===== config.mk =====
export PLATFORM = sky130hd
export DESIGN_NAME = execute_stage_flat
export DESIGN_NICKNAME = d
export VERILOG_FILES = /design/src/rtl/execute_stage_if.sv /design/src/rtl/execute_stage.sv /design/src/flat_wrapper.sv
export SDC_FILE = /design/constraint.sdc
export NUM_CORES = 1
export LEC_CHECK = 0
export ABC_AREA = 1
export CAP_MARGIN = 20
export CORE_MARGIN = 5
export CORE_UTILIZATION = 49
export CTS_CLUSTER_DIAMETER = 100
export DETAILED_ROUTE_END_ITERATION = 6
export GPL_TIMING_DRIVEN = 0
export PLACE_DENSITY = 0.83
export SLEW_MARGIN = 20
export SYNTH_ARGS = -nofsm -noshare
export SYNTH_HDL_FRONTEND = slang
export SYNTH_SLANG_ARGS = --single-unit
export TNS_END_PERCENT = 20

===== constraint.sdc =====
create_clock -name clk -period 1.7 [get_ports clk]
set_clock_uncertainty 0.2 [all_clocks]
set_input_delay 0.34 -clock clk [delete_from_list [all_inputs] [get_ports clk]]
set_output_delay 0.34 -clock clk [all_outputs]
set_load 0.005 [all_outputs]

===== src/rtl/execute_stage_if.sv =====
// Decode->execute pipeline bus: the control word and operands come in, and the
// registered execute->memory copies plus the N/Z flags go back out.
interface execute_stage_if #(
  parameter int WIDTH  = 16,
  parameter int REG_AW = 4
);
  logic              stall;
  logic              flush;
  logic              wbs_in;
  logic              wme_in;
  logic [1:0]        mm_in;
  logic [2:0]        ALUop_in;
  logic              wm_in;
  logic              am_in;
  logic              ni_in;
  logic [WIDTH-1:0]  srcA_in;
  logic [WIDTH-1:0]  srcB_in;
  logic [REG_AW-1:0] rd_in;
  logic [WIDTH-1:0]  store_data_in;

  logic              flagN;
  logic              flagZ;
  logic              valid_out;
  logic              wbs_out;
  logic              wme_out;
  logic [1:0]        mm_out;
  logic              wm_out;
  logic [REG_AW-1:0] rd_out;
  logic [WIDTH-1:0]  alu_result_out;
  logic [WIDTH-1:0]  store_data_out;

  modport master (
    output stall, flush, wbs_in, wme_in, mm_in, ALUop_in, wm_in, am_in, ni_in,
           srcA_in, srcB_in, rd_in, store_data_in,
    input  flagN, flagZ, valid_out, wbs_out, wme_out, mm_out, wm_out, rd_out,
           alu_result_out, store_data_out
  );

  modport slave (
    input  stall, flush, wbs_in, wme_in, mm_in, ALUop_in, wm_in, am_in, ni_in,
           srcA_in, srcB_in, rd_in, store_data_in,
    output flagN, flagZ, valid_out, wbs_out, wme_out, mm_out, wm_out, rd_out,
           alu_result_out, store_data_out
  );
endinterface


===== src/rtl/execute_stage.sv =====
// Execute stage: 16-bit ALU, N/Z flag register and the execute->memory pipeline
// register, with flush > stall > normal priority on every rising edge.
module execute_stage #(
  parameter int WIDTH   = 16,
  parameter int REG_AW  = 4,
  parameter int SHAMT_W = 4
) (
  input  logic            clk,
  input  logic            rst_n,
  execute_stage_if.slave  pipe
);

  logic [WIDTH-1:0]   alu_result_d;
  logic [SHAMT_W-1:0] shamt;
  logic               bubble_d;
  logic               take_d;

  logic               flag_n_q;
  logic               flag_z_q;
  logic               valid_q;
  logic               wbs_q;
  logic               wme_q;
  logic [1:0]         mm_q;
  logic               wm_q;
  logic [REG_AW-1:0]  rd_q;
  logic [WIDTH-1:0]   alu_result_q;
  logic [WIDTH-1:0]   store_data_q;

  assign shamt = pipe.srcB_in[SHAMT_W-1:0];

  always_comb begin
    alu_result_d = '0;
    unique case (pipe.ALUop_in)
      3'b000:  alu_result_d = pipe.srcA_in + pipe.srcB_in;
      3'b001:  alu_result_d = pipe.srcA_in - pipe.srcB_in;
      3'b010:  alu_result_d = pipe.srcA_in & pipe.srcB_in;
      3'b011:  alu_result_d = pipe.srcA_in | pipe.srcB_in;
      3'b100:  alu_result_d = pipe.srcA_in ^ pipe.srcB_in;
      3'b101:  alu_result_d = pipe.srcA_in << shamt;
      3'b110:  alu_result_d = pipe.srcA_in >> shamt;
      default: alu_result_d = pipe.srcB_in;
    endcase
  end

  // A bubble is loaded on flush, or on an unstalled edge whose slot is empty.
  assign bubble_d = pipe.flush | (~pipe.stall & pipe.ni_in);
  assign take_d   = ~pipe.flush & ~pipe.stall & ~pipe.ni_in;

  always_ff @(posedge clk or negedge rst_n) begin
    if (!rst_n) begin
      flag_n_q     <= 1'b0;
      flag_z_q     <= 1'b0;
      valid_q      <= 1'b0;
      wbs_q        <= 1'b0;
      wme_q        <= 1'b0;
      mm_q         <= '0;
      wm_q         <= 1'b0;
      rd_q         <= '0;
      alu_result_q <= '0;
      store_data_q <= '0;
    end else begin
      if (bubble_d) begin
        valid_q      <= 1'b0;
        wbs_q        <= 1'b0;
        wme_q        <= 1'b0;
        mm_q         <= '0;
        wm_q         <= 1'b0;
        rd_q         <= '0;
        alu_result_q <= '0;
        store_data_q <= '0;
      end else if (take_d) begin
        valid_q      <= 1'b1;
        wbs_q        <= pipe.wbs_in;
        wme_q        <= pipe.wme_in;
        mm_q         <= pipe.mm_in;
        wm_q         <= pipe.wm_in;
        rd_q         <= pipe.rd_in;
        alu_result_q <= alu_result_d;
        store_data_q <= pipe.store_data_in;
      end
      if (take_d && pipe.am_in) begin
        flag_n_q <= alu_result_d[WIDTH-1];
        flag_z_q <= (alu_result_d == '0);
      end
    end
  end

  assign pipe.flagN          = flag_n_q;
  assign pipe.flagZ          = flag_z_q;
  assign pipe.valid_out      = valid_q;
  assign pipe.wbs_out        = wbs_q;
  assign pipe.wme_out        = wme_q;
  assign pipe.mm_out         = mm_q;
  assign pipe.wm_out         = wm_q;
  assign pipe.rd_out         = rd_q;
  assign pipe.alu_result_out = alu_result_q;
  assign pipe.store_data_out = store_data_q;

endmodule


===== src/flat_wrapper.sv =====
// flat-port wrapper written by rule: the top's interface ports become plain ports
module execute_stage_flat 
#(
  parameter int WIDTH   = 16,
  parameter int REG_AW  = 4,
  parameter int SHAMT_W = 4
)
  (clk, rst_n, pipe_stall, pipe_flush, pipe_wbs_in, pipe_wme_in, pipe_mm_in, pipe_ALUop_in, pipe_wm_in, pipe_am_in, pipe_ni_in, pipe_srcA_in, pipe_srcB_in, pipe_rd_in, pipe_store_data_in, pipe_flagN, pipe_flagZ, pipe_valid_out, pipe_wbs_out, pipe_wme_out, pipe_mm_out, pipe_wm_out, pipe_rd_out, pipe_alu_result_out, pipe_store_data_out);
  execute_stage_if #(.WIDTH(WIDTH), .REG_AW(REG_AW)) pipe_i ();
  input  logic clk;
  input  logic rst_n;
  input wire logic [$bits(pipe_i.stall)-1:0] pipe_stall;
  input wire logic [$bits(pipe_i.flush)-1:0] pipe_flush;
  input wire logic [$bits(pipe_i.wbs_in)-1:0] pipe_wbs_in;
  input wire logic [$bits(pipe_i.wme_in)-1:0] pipe_wme_in;
  input wire logic [$bits(pipe_i.mm_in)-1:0] pipe_mm_in;
  input wire logic [$bits(pipe_i.ALUop_in)-1:0] pipe_ALUop_in;
  input wire logic [$bits(pipe_i.wm_in)-1:0] pipe_wm_in;
  input wire logic [$bits(pipe_i.am_in)-1:0] pipe_am_in;
  input wire logic [$bits(pipe_i.ni_in)-1:0] pipe_ni_in;
  input wire logic [$bits(pipe_i.srcA_in)-1:0] pipe_srcA_in;
  input wire logic [$bits(pipe_i.srcB_in)-1:0] pipe_srcB_in;
  input wire logic [$bits(pipe_i.rd_in)-1:0] pipe_rd_in;
  input wire logic [$bits(pipe_i.store_data_in)-1:0] pipe_store_data_in;
  output wire logic [$bits(pipe_i.flagN)-1:0] pipe_flagN;
  output wire logic [$bits(pipe_i.flagZ)-1:0] pipe_flagZ;
  output wire logic [$bits(pipe_i.valid_out)-1:0] pipe_valid_out;
  output wire logic [$bits(pipe_i.wbs_out)-1:0] pipe_wbs_out;
  output wire logic [$bits(pipe_i.wme_out)-1:0] pipe_wme_out;
  output wire logic [$bits(pipe_i.mm_out)-1:0] pipe_mm_out;
  output wire logic [$bits(pipe_i.wm_out)-1:0] pipe_wm_out;
  output wire logic [$bits(pipe_i.rd_out)-1:0] pipe_rd_out;
  output wire logic [$bits(pipe_i.alu_result_out)-1:0] pipe_alu_result_out;
  output wire logic [$bits(pipe_i.store_data_out)-1:0] pipe_store_data_out;
  assign pipe_i.stall = pipe_stall;
  assign pipe_i.flush = pipe_flush;
  assign pipe_i.wbs_in = pipe_wbs_in;
  assign pipe_i.wme_in = pipe_wme_in;
  assign pipe_i.mm_in = pipe_mm_in;
  assign pipe_i.ALUop_in = pipe_ALUop_in;
  assign pipe_i.wm_in = pipe_wm_in;
  assign pipe_i.am_in = pipe_am_in;
  assign pipe_i.ni_in = pipe_ni_in;
  assign pipe_i.srcA_in = pipe_srcA_in;
  assign pipe_i.srcB_in = pipe_srcB_in;
  assign pipe_i.rd_in = pipe_rd_in;
  assign pipe_i.store_data_in = pipe_store_data_in;
  assign pipe_flagN = pipe_i.flagN;
  assign pipe_flagZ = pipe_i.flagZ;
  assign pipe_valid_out = pipe_i.valid_out;
  assign pipe_wbs_out = pipe_i.wbs_out;
  assign pipe_wme_out = pipe_i.wme_out;
  assign pipe_mm_out = pipe_i.mm_out;
  assign pipe_wm_out = pipe_i.wm_out;
  assign pipe_rd_out = pipe_i.rd_out;
  assign pipe_alu_result_out = pipe_i.alu_result_out;
  assign pipe_store_data_out = pipe_i.store_data_out;
  execute_stage #(.WIDTH(WIDTH), .REG_AW(REG_AW), .SHAMT_W(SHAMT_W)) u_core (.clk(clk), .rst_n(rst_n), .pipe(pipe_i));
endmodule

# After elaboration in Yosys (flattened, before gate mapping)
# Index checks and enable logic that the tools add are counted.
# W data, S select, Z words.
[word_totals]
out_inout_bits = 44
word_cells = 51
ff_bits = 44
[classes]
bitwise_logic = 10
reduce_logical = 4
n_eq_ne = 6
addsub = 2
shift = 2
n_mux = 17
[ops]
columns = ["operator", "n"]
rows = [
  ["$pmux W16 S7", 1],
  ["$mux W16", 4],
  ["$add A16 B16 Y16", 1],
  ["$and A16 B16 Y16", 1],
  ["$logic_not A16 Y1", 1],
  ["$or A16 B16 Y16", 1],
  ["$shl A16 B4 Y16", 1],
  ["$shr A16 B4 Y16", 1],
  ["$sub A16 B16 Y16", 1],
  ["$xor A16 B16 Y16", 1],
  ["$eq A3 B3 Y1 const B", 3],
  ["$mux W1", 8],
  ["$mux W4", 2],
  ["$eq A3 B2 Y1 const B", 2],
  ["$mux W2", 2],
  ["$and A1 B1 Y1", 3],
  ["$eq A3 B1 Y1 const B", 1],
  ["$logic_not A3 Y1", 1],
  ["$not A1 Y1", 3],
  ["$reduce_bool A2 Y1", 1],
  ["$logic_and A1 B1 Y1", 1],
  ["$or A1 B1 Y1", 1],
]

# Logic depth before layout (Yosys ltp)
[depth]
depth_word = 5
depth_mapped = 28

# Worst setup path before layout
# Ideal clock, no wire load.
[synth_path]
path_type = "input -> register"
start = "in pipe_srcB_in[0]"
end = "reg u_core.flag_z_q, in the netlist u_core.pipe.flagZ"
n_path_buf = 2
setup_time_ps = 118
path_stages = 22
required_ps = 1382
slack_ps = -1511
arrival_time_ps = 2893
cell_sequence = "buf_6 > inv_4 > buf_6 > ha_1 > inv_1 > nor3_1 > nand3_1 > nor2_1 > nand3_1 > o21ai_0 > xor2_1 > ha_1 > inv_1 > nor3_1 > and2_1 > nand2_1 > nand3_1 > nand3_1 > a21oi_1 > nor2_1 > nand4_1 > nand2_1"
[synth_via]
elab_chain_cells = 3
[synth_lines]
columns = ["element", "line_no", "text"]
rows = [
  ["from (decl)", "flat_wrapper.sv:22", "input wire logic [$bits(pipe_i.srcB_in)-1:0] pipe_srcB_in;"],
  ["$sub A16 B16 Y16, or another cell as far along", "execute_stage.sv:35", "3'b001: alu_result_d = pipe.srcA_in - pipe.srcB_in;"],
  ["$pmux W16 S7 *", "execute_stage.sv:33", "unique case (pipe.ALUop_in)"],
  ["$logic_not A16 Y1 *", "execute_stage.sv:83", "flag_z_q <= (alu_result_d == '0);"],
  ["to (signal assigned)", "execute_stage.sv:83", ""],
  ["to (decl)", "execute_stage.sv:19", "logic flag_z_q;"],
]
# Every way passes the cells marked *; elsewhere a longest branch is shown, timed or not.
# A chain may end at the register's enable or synchronous reset.

# Worst setup path in the final report
[layout_path]
start = "in pipe_srcB_in[10]"
end = "reg u_core.flag_z_q, in the netlist u_core.pipe.flagZ"
[layout_via]
elab_chain_cells = 3
[layout_lines]
columns = ["element", "line_no"]
rows = [
  ["$sub A16 B16 Y16, or another cell as far along", "execute_stage.sv:35"],
  ["$pmux W16 S7 *", "execute_stage.sv:33"],
  ["$logic_not A16 Y1 *", "execute_stage.sv:83"],
]
# Marks and branches as above.

==> flow_summary.json <==
{
  "slew_headroom": 0.5116,
  "synth.top_cells.by_area": "dfrtp_1, nand2_1, nand3_1",
  "fin_crit_sh": 1.843,
  "syn_inst": 897,
  "min_period_ps": 3134,
  "io_buffers": 107,
  "clk_pin_slew_ps": 60,
  "drt_iter0_drc": 789,
  "final_util": 0.7001,
  "seq_area_frac_synth": 0.1993,
  "clock.fmax_ghz": 0.3191,
  "cts.sinks": 44,
  "fin_nets": 1151,
  "vias_per_cell": 5.866,
  "crit_path_top_delay_cell": "clkdlybuf4s50_1",
  "violations": "DRC, setup timing",
  "cts_max_level": 2,
  "final.setup.worst_slack_ps": -1434,
  "drt-total-wl_um": 22030,
  "grt_use_total": 0.3121,
  "synth-seq-cells": 44,
  "syn-cell-area_mm2": 0.005525,
  "ant_nets": 0,
  "grt_antenna_before_repair": 0,
  "dieArea_mm2": 0.01350,
  "cts-buffers-inserted": 5,
  "p_clk_frac": 0.263,
  "insertion_delay_ps": 280,
  "diodes": 0,
  "worstPathRequired_ps": 1680,
  "first_pass_iters": 7,
  "synth_area_per_cell_um2": 6.160,
  "dpl.hpwl_um": 16480,
  "synthDistinctLibCells": 36,
  "ios": 110,
  "crit_chain": "clkdlybuf4s50_1 -> nor2_1 -> nand2_2 -> o31ai_4 -> o21ai_1 -> xor2_1 -> ha_1 -> inv_1 -> nor3_4 -> and2_1 -> nand2_1 -> nand3_1 -> nand3_2 -> a21oi_4 -> nor2_1 -> nand4_1 -> nand2_1",
  "fin_total_pwr_uw": 4285,
  "cp.arrival_ps": 3110,
  "cap_violations": 0,
  "n_fill_cell": 946,
  "start_util": 0.5053,
  "dr_total_vias": 6898,
  "start_kind": "input port",
  "netSwitchingFraction": 0.3971,
  "dpl.cell_count": 1145,
  "worst_slew_pin_slew_ps": 732.6,
  "synth_nets": 1013,
  "root_buffer": "clkbuf_16",
  "areaGrowthSynthToFinish_pct": 38.56,
  "die_w_um": 116.2,
  "post_drt_wl_per_cell_um": 18.73,
  "core_mm2": 0.01094,
  "yosysTopAreaCell": "dfrtp_1",
  "die_h_um": 116.2,
  "gp_congestion": 1.059,
  "seqPwrFrac": 0.262,
  "grt_overflow_total": 0,
  "power_density_mw_per_mm2": 559.7,
  "p_leak_uw": 0.004243,
  "max_stage_delay_ps": 470,
  "yosysWarnings": 0,
  "ys.flop_type": "dfrtp_1",
  "status": "finished, violations left",
  "power_frac_comb": 0.475,
  "crit_fanout": 5,
  "internal-power_uw": 2583,
  "setup_violations": 18,
  "synth-edff-count": 0,
  "rows": 38,
  "synthArstFlopShare": 1.000,
  "hold_viol": 0,
  "worstSetupPathType": "input port to flop",
  "layout-drive-gt1-share": 0.1873,
  "clockBufferDepth": 2,
  "synth_top_area_frac": 0.1993,
  "switching_power_uw": 1701,
  "grt_pass1_wl_um": 33020,
  "rsz0062_at_grt": "yes",
  "slew_violations": 0,
  "grt_start_max_net_pins": 24,
  "cts_tree": "built",
  "grt_pass1_vias": 6398,
  "drc": 1,
  "instances_no_fill": 1176,
  "peakVddDrop_v": 0.0005516,
  "endpoint_kind": "flop",
  "hp-class": "flop to flop"
}
## cell usage in the layout, fill, tap and decap left out, drive strengths merged
| master | n |
|---|---|
| or2 | 5 |
| clkbuf | 22 |
| buf | 48 |
| ha | 49 |
| clkdlybuf4s15 | 1 |
| dlymetal6s2s | 21 |
| nor2 | 87 |
| o21ai | 31 |
| inv | 109 |
| clkdlybuf4s50 | 35 |
| and2 | 5 |
| dlygate4sd2 | 44 |
| nand2 | 279 |
| fa | 1 |
| clkinvlp | 2 |
| nor3 | 8 |
| a21o | 1 |
| dfrtp | 44 |
| a32o | 29 |
| and3 | 1 |
| o31ai | 1 |
| nand4 | 15 |
| nand3b | 5 |
| clkinv | 4 |
| bufinv | 1 |
| a21oi | 25 |
| nand3 | 148 |
| xor2 | 14 |
| dlygate4sd3 | 1 |
## synthesized netlist by cell type, drive strengths merged, types with 15 or more instances
cell,count
a21oi,25
ha,49
buf,21
dfrtp,44
nand4,15
inv,109
o21ai,31
a32o,29
nand2,279
nor2,87
clkbuf,15
nand3,148
## area by class of cell
| cell class | instances | area (um^2) | area share |
|---|---|---|---|
| Timing Repair Buffer | 131 | 1269 | 0.1657 |
| Tap cell | 140 | 175.2 | 0.02288 |
| Clock buffer | 5 | 125.1 | 0.01634 |
| Clock inverter | 3 | 46.29 | 0.006047 |
| Buffer | 36 | 269.0 | 0.03514 |
| Sequential cell | 44 | 1101 | 0.1438 |
| Multi-Input combinational cell | 704 | 4219 | 0.5511 |
| Inverter | 113 | 451.7 | 0.05900 |
## critical path: cells and delay by family
kind                     cells  cell delay (ps)
AO/OA/AOI/OAI                3              550
XOR/XNOR                     1              150
adder cells (fa/ha/maj)      1              390
buffers and inverters        2              590
AND/OR/NAND/NOR             10             1090
## registers in the layout, summed over array words and instances (netlist names)
name                        count
u_core.pipe.rd_out              4
u_core.pipe.flagZ               1
u_core.pipe.valid_out           1
u_core.pipe.wm_out              1
u_core.pipe.flagN               1
u_core.pipe.wme_out             1
u_core.pipe.store_data_out     16
u_core.pipe.mm_out              2
u_core.pipe.alu_result_out     16
u_core.pipe.wbs_out             1
## routing by layer
metal  up-vias  part of all wire  wire length, um  global-route usage
met3        61              0.10             2206             0.05959
met4         0             0.033              722             0.08507
li1       3223                 -                -                   -
met1      3239              0.41             8947              0.4409
met2       375              0.46            10160              0.4895
met5         -                 0                0                   0
## metrics by stage
step,worst slack (ps),area [um^2],hold slack (ps),setup TNS (ps)
after floorplan,-1343,5592,-155.6,-18350
after global routing,-1625,7656,315.6,-21490
after detailed placement,-2432,6860,147.4,-46660
final,-1434,7656,304.0,-18900
after CTS,-1407,7438,308.5,-18620
after global placement,-2408,6838,279.3,-89900
## final timing paths
path                       cells after the start                                        from  slack, ps                                         end
max in group asynchronous                      3                                       rst_n        410           u_core.pipe.rd_out[1]$_DFFE_PN0P_
hold reg to reg                                2               u_core.pipe.flagZ$_DFFE_PN0P_        300               u_core.pipe.flagZ$_DFFE_PN0P_
setup / recovery                              17                            pipe_srcB_in[10]      -1430               u_core.pipe.flagZ$_DFFE_PN0P_
setup reg to reg                               1  u_core.pipe.alu_result_out[14]$_DFFE_PN0P_        720  u_core.pipe.alu_result_out[14]$_DFFE_PN0P_
min in group asynchronous                      2                                       rst_n        380   u_core.pipe.store_data_out[2]$_DFFE_PN0P_
hold / removal                                 2               u_core.pipe.flagZ$_DFFE_PN0P_        300               u_core.pipe.flagZ$_DFFE_PN0P_
## what timing repair did
item                                    4_1_cts  5_1_grt
pin swaps                                    45       22
hold buffers                                  1        0
gates resized for setup                     161       74
gates cloned                                  0        0
endpoints found under the hold margin        22        0
endpoints found under the setup margin       58       55
setup buffers                                20        2
## cell families (layout without fill, tap and decap cells)
| family | after synthesis | after routing | share of synthesized area |
|---|---|---|---|
| compound gates | 87 | 87 | 0.1060 |
| xor+xnor | 14 | 14 | 0.02219 |
| fa+ha+maj | 50 | 50 | 0.1146 |
| buf+inv | 149 | 288 | 0.1155 |
| flops | 44 | 44 | 0.1993 |
| simple gates | 553 | 553 | 0.4425 |
## power groups by stage
stage | Sequential [uW] | Combinational (uW) | Clock (uW)
global placement | 1140 | 1660 | 0
CTS | 1120 | 1880 | 1140
floorplan | 1140 | 1020 | 0
global route | 1130 | 2190 | 1190
detailed placement | 1140 | 1690 | 0
finish | 1120 | 2030 | 1130
Power figures use the tool's default switching activity.
